## src/rtl/shift_operand_queue.sv

```systemverilog
// ---------------------------------------------------------------------------
// shift_operand_queue
//
// Issue-stage FIFO in front of the shifter. Requests (two operands, two shift
// amounts, opcode, mode) arrive over a valid/ready handshake, are buffered in
// a DEPTH-entry FIFO and the head entry is presented already formatted for
// the shifter inputs InA_Re/InA_Im/ShiftAmount_Re/ShiftAmount_Im/OpSel/mode.
// Opcodes other than SLL/SRL/SRA/ROL/ROR are accepted but dropped, and the
// sticky illegal_op flag records that it happened.
//
// Ports:
//   clk, rst_n              clock, asynchronous active-low reset
//   in_valid / in_ready     request handshake (in_ready = count < DEPTH)
//   in_a_re, in_a_im        operands (DW bits)
//   in_sh_re, in_sh_im      shift amounts (SAW bits)
//   in_opsel, in_mode       opcode (5 bits), 0 = simple / 1 = complex math
//   out_valid / out_ready   head entry handshake toward the shifter
//   out_*                   formatted head entry (all zero when empty)
//   count                   current occupancy
//   illegal_op              sticky: a non-shift opcode was dropped
//
// Optional feature macro: SHIFT_QUEUE_BYPASS_EN
//   When defined, a legal request arriving at an empty queue is presented on
//   out_* in the same cycle; if consumed immediately it is never written.
// ---------------------------------------------------------------------------
`ifndef DATA_WIDTH
`define DATA_WIDTH 16
`endif
`ifndef SLL
`define SLL 5'd1
`endif
`ifndef SRL
`define SRL 5'd2
`endif
`ifndef SRA
`define SRA 5'd3
`endif
`ifndef ROL
`define ROL 5'd4
`endif
`ifndef ROR
`define ROR 5'd5
`endif

module shift_operand_queue #(
  parameter int DEPTH = 4,
  parameter int DW    = `DATA_WIDTH,
  parameter int SAW   = $clog2(`DATA_WIDTH)
) (
  input  logic                     clk,
  input  logic                     rst_n,
  input  logic                     in_valid,
  output logic                     in_ready,
  input  logic [DW-1:0]            in_a_re,
  input  logic [DW-1:0]            in_a_im,
  input  logic [SAW-1:0]           in_sh_re,
  input  logic [SAW-1:0]           in_sh_im,
  input  logic [4:0]               in_opsel,
  input  logic                     in_mode,
  output logic                     out_valid,
  input  logic                     out_ready,
  output logic [DW-1:0]            out_a_re,
  output logic [DW-1:0]            out_a_im,
  output logic [SAW-1:0]           out_sh_re,
  output logic [SAW-1:0]           out_sh_im,
  output logic [4:0]               out_opsel,
  output logic                     out_mode,
  output logic [$clog2(DEPTH):0]   count,
  output logic                     illegal_op
);

  localparam int PW = $clog2(DEPTH);
  localparam int CW = PW + 1;

  typedef struct packed {
    logic [DW-1:0]  a_re;
    logic [DW-1:0]  a_im;
    logic [SAW-1:0] sh_re;
    logic [SAW-1:0] sh_im;
    logic [4:0]     opsel;
    logic           mode;
  } entry_t;

  entry_t          mem_q [DEPTH];
  logic [PW-1:0]   wr_ptr_q, wr_ptr_d;
  logic [PW-1:0]   rd_ptr_q, rd_ptr_d;
  logic [CW-1:0]   count_q, count_d;
  logic            illegal_q, illegal_d;

  logic            legal_s;
  logic            accept_s;
  logic            bypass_s;
  logic            push_wr_s;
  logic            pop_mem_s;
  entry_t          wr_entry_s;
  entry_t          out_entry_s;

  // Opcode screen: only the five shift codes are allowed into the queue.
  always_comb begin
    legal_s = 1'b0;
    case (in_opsel)
      `SLL, `SRL, `SRA, `ROL, `ROR: legal_s = 1'b1;
      default:                      legal_s = 1'b0;
    endcase
  end

  // Handshake, write formatting, bypass decision and next-state logic.
  always_comb begin
    in_ready = (count_q < CW'(DEPTH));
    accept_s = in_valid & in_ready;

    // Complex mode uses one amount for both lanes, so the real amount is
    // copied into the imaginary slot at write time.
    wr_entry_s.a_re  = in_a_re;
    wr_entry_s.a_im  = in_a_im;
    wr_entry_s.sh_re = in_sh_re;
    wr_entry_s.sh_im = in_mode ? in_sh_re : in_sh_im;
    wr_entry_s.opsel = in_opsel;
    wr_entry_s.mode  = in_mode;

`ifdef SHIFT_QUEUE_BYPASS_EN
    bypass_s = (count_q == CW'(0)) & in_valid & legal_s;
`else
    bypass_s = 1'b0;
`endif

    // A bypassed request consumed in the same cycle never touches storage.
    push_wr_s = accept_s & legal_s & ~(bypass_s & out_ready);
    pop_mem_s = (count_q != CW'(0)) & out_ready;

    wr_ptr_d  = push_wr_s ? wr_ptr_q + PW'(1) : wr_ptr_q;
    rd_ptr_d  = pop_mem_s ? rd_ptr_q + PW'(1) : rd_ptr_q;

    case ({push_wr_s, pop_mem_s})
      2'b10:   count_d = count_q + CW'(1);
      2'b01:   count_d = count_q - CW'(1);
      default: count_d = count_q;
    endcase

    illegal_d = illegal_q | (accept_s & ~legal_s);

    // Empty queue drives all zeros so the shifter falls into its default.
    if (count_q != CW'(0)) begin
      out_entry_s = mem_q[rd_ptr_q];
    end else if (bypass_s) begin
      out_entry_s = wr_entry_s;
    end else begin
      out_entry_s = '0;
    end

    out_valid  = (count_q != CW'(0)) | bypass_s;
    out_a_re   = out_entry_s.a_re;
    out_a_im   = out_entry_s.a_im;
    out_sh_re  = out_entry_s.sh_re;
    out_sh_im  = out_entry_s.sh_im;
    out_opsel  = out_entry_s.opsel;
    out_mode   = out_entry_s.mode;
    count      = count_q;
    illegal_op = illegal_q;
  end

  // Control state: pointers, occupancy and sticky illegal flag.
  always_ff @(posedge clk or negedge rst_n) begin
    if (!rst_n) begin
      wr_ptr_q  <= '0;
      rd_ptr_q  <= '0;
      count_q   <= '0;
      illegal_q <= 1'b0;
    end else begin
      wr_ptr_q  <= wr_ptr_d;
      rd_ptr_q  <= rd_ptr_d;
      count_q   <= count_d;
      illegal_q <= illegal_d;
    end
  end

  // Entry storage; contents are intentionally not reset.
  always_ff @(posedge clk) begin
    if (push_wr_s) begin
      mem_q[wr_ptr_q] <= wr_entry_s;
    end
  end

endmodule

```

## config.mk

```make
export PLATFORM = sky130hd
export DESIGN_NAME = shift_operand_queue
export DESIGN_NICKNAME = d
export VERILOG_FILES = /design/src/rtl/shift_operand_queue.sv
export SDC_FILE = /design/constraint.sdc
export NUM_CORES = 1
export LEC_CHECK = 0
export CAP_MARGIN = 20
export CELL_PAD_IN_SITES_DETAIL_PLACEMENT = 1
export CELL_PAD_IN_SITES_GLOBAL_PLACEMENT = 2
export CORE_MARGIN = 4
export CORE_UTILIZATION = 45
export DETAILED_ROUTE_END_ITERATION = 7
export PLACE_DENSITY_LB_ADDON = 0.05
export SLEW_MARGIN = 20
export SYNTH_ARGS = -nofsm -noshare
export SYNTH_HDL_FRONTEND = slang
export SYNTH_SLANG_ARGS = --single-unit
```

## constraint.sdc

```tcl
create_clock -name clk -period 4.71 [get_ports clk]
set_input_delay 0.471 -clock clk [delete_from_list [all_inputs] [get_ports clk]]
set_output_delay 0.471 -clock clk [all_outputs]
set_load 0.02 [all_outputs]
```

==> results by group <==
Die
  – Chip Width: 136.7 um
  – Top-level I/O count: 102
  – Die Span Y: 136.7 um
  – Initial Util: 46.43%
  – Core area: 0.01606 mm2
  – Die ar.: 0.01869 mm2
  – Core Rows: 46

Global route
  – Initial antenna violation count: 0
  – Global-route usage over all layers: 17.09%
  – First-pass GRT wire length: 22.97 mm
  – Pin count of the biggest net entering global routing: 50
  – Global route overflow: 0
  – Vias in the first global route: 4002

Place
  – Dpl cells: 645
  – Placed Area: 0.008695 mm2
  – GP Congestion: 0.6838
  – IO Port Bufs: 101
  – Post-DP HPWL: 9.182 mm

Setup path
  – FF-to-FF setup slack: 2160 ps
  – Reg-to-reg endpoint: count[2]
  – Startpoint types: flip-flop
  – CP Capture Point: out_a_im[5]
  – Worst R2R Start: count[1]
  – FF-to-FF path depth: 8
  – Crit path cell chain: buf_4, mux4_2, and2_1, clkdlybuf4s50_1
  – Critical path startpoint: rd_ptr_q[1]
  – CP Capture Type: output pin
  – Setup CP Type: flip-flop to output pin
  – Crit Path Max Fanout: 27
  – Slowest stage delay, CP: 880 ps
  – Worst endpoint data arrival time: 2850 ps
  – CP max stage cell: dfrtp_2
  – Critical path required time: 4240 ps

STA
  – Tcrit/Tclk final: 70.46%
  – Max Slew Vio Count: 0
  – RSZ-0062 raised after global routing: no
  – Worst slew margin: 42.69%
  – Final setup TNS: 0 ps
  – Final worst path period need: 3319 ps
  – Final setup fails: 0
  – Clock skew: 11.36 ps
  – Final Hold Vio Count: 0
  – Slew @ Worst Pin: 859.6 ps
  – Max Freq: 301.3 MHz

Finish
  – Final antenna diode count: 0
  – Share of cells above drive strength 1: 19.70%
  – Final non-filler cell total: 678
  – Final Instance Area: 0.009293 mm2
  – Synthesis-to-finish area growth: 24.63%
  – Total Nets Final: 505
  – Final core occ: 57.87%
  – Commonest non-fill, non-tap cells in the layout: edfxtp_1 (184), clkdlybuf4s50_1 (101), and2_1 (47)
  – Most common cell after layout, fill and taps aside: edfxtp_1

Pwr
  – Leak: 3.015 nW
  – Peak supply drop: 0.0002866 V
  – Power Density: 582.5 mW/mm2
  – Tot Pwr: 5.413 mW

CTS
  – TritonCTS clock tree: yes
  – Post-CTS Hold Fix Bufs: 0
  – Max Root-Sink Buffers: 2
  – Clk slew on worst S/H paths: 70 ps
  – CTS Buf Count: 17
  – Clk sink count: 192
  – CTS root buffer: clkbuf_16
  – H-tree depth: 4
  – # resized after CTS: 0
  – Worst-Skew Late Latency: 430 ps
  – Setup Buffers After CTS: 0

Yosys
  – Post-synthesis sequential area ratio: 76.79%
  – Mapped Area: 0.007456 mm2
  – Syn Area/Cell: 21.99 um2
  – Post-Syn Instances: 339
  – Unique masters post-synth: 23
  – Synthesized flop and latch total: 192
  – Net Count, Synth: 395
  – Yosys warns: 0

Detailed routing
  – DR vias: 3530
  – Drt via density: 5.206
  – Total wire length: 14.79 mm
  – Drt pass-1 iters: 4
  – Drt initial violations: 271
  – Final antenna-violating net count: 0
  – WL/cell: 21.82 um
  – DR DRC count: 0

Run status
  – Status: finished, final reports clean

Job
  – Max Cap Viol: 0

Hold path
  – HP Class: input pin to asynchronous set/reset pin
## cells in the mapped netlist
library cell | instances | area, um2
or3_1 | 2 | 12.51
mux4_2 | 46 | 1036
xor2_1 | 2 | 17.52
a21o_1 | 1 | 7.510
nor2_1 | 1 | 3.750
edfxtp_1 | 184 | 5525
buf_6 | 3 | 33.78
a211oi_1 | 1 | 7.510
clkbuf_1 | 6 | 22.52
ha_1 | 5 | 62.56
xnor2_1 | 4 | 35.03
inv_1 | 7 | 26.28
nand3_1 | 1 | 5.000
mux2i_1 | 1 | 10.01
and2_1 | 51 | 319.1
and3_1 | 1 | 6.260
mux2_4 | 1 | 15.01
fa_1 | 1 | 20.02
nand2_1 | 1 | 3.750
buf_2 | 7 | 35.03
nor2b_1 | 1 | 6.260
dfrtp_1 | 8 | 200.2
mux2_2 | 4 | 45.04
## layout make-up
class / instances / area, um2
Timing Repair Buffer: 107 / 1069
Sequential cell: 192 / 5731
Clock inverter: 13 / 145.1
Clock buffer: 19 / 432.9
Inverter: 7 / 26.28
Multi-Input combinational cell: 124 / 1619
Tap cell: 216 / 270.3
Fill cell: 1366 / 6765
## cells by family (layout without fill, tap and decap cells)
logic type	count (synthesis)	after routing	synth area share, %
AO/OA/AOI/OAI	2	2	0.2015
XOR/XNOR	6	6	0.7048
adder cells (fa/ha/maj)	6	6	1.108
buffers and inverters	23	146	1.577
flip-flops	192	192	76.79
multiplexers	52	52	14.83
AND/OR/NAND/NOR	58	58	4.783
## metrics by stage
| stage | hold WS (ps) | setup slack (ps) |
|---|---|---|
| CTS | 334.0 | 1249 |
| floorplan | 175.4 | 2132 |
| detailed placement | 526.4 | 1463 |
| global route | 349.5 | 1242 |
| finish | 331.3 | 1391 |
| global placement | 493.5 | 1546 |
## worst min-delay path by stage
stage | start | to | slack, ps
floorplan | rst_n | count[0] | 180
global placement | illegal_op | illegal_op | 490
detailed placement | count[0] | count[0] | 530
CTS | rst_n | count[1] | 330
global route | rst_n | count[0] | 350
finish | rst_n | count[1] | 330
## flip-flops by register name (all words and copies together), names as in the netlist
| name | cells |
|---|---|
| mem_q | 184 |
| count | 3 |
| rd_ptr_q | 2 |
| wr_ptr_q | 2 |
| illegal_op | 1 |
## layer usage
layer / GRT usage, % / up-vias / routed length (um)
met5: 0 / - / 0
met4: 4.759 / 0 / 180
met3: 4.926 / 16 / 745
met2: 28.23 / 101 / 7551
met1: 22.34 / 1839 / 6314
li1: - / 1574 / -
## worst max-delay path: cells and delay by family, from the launching register on
kind | cells | cell delay, ps
buffers and inverters | 2 | 980
DFF | 1 | 880
muxes | 1 | 370
and+or+nand+nor | 1 | 180
## power breakdown
part | switching, mW | internal, mW
sequential | 0.151 | 1.95
clock | 0.581 | 0.825
combinational | 0.871 | 1.04
Power figures use the tool's default switching activity.
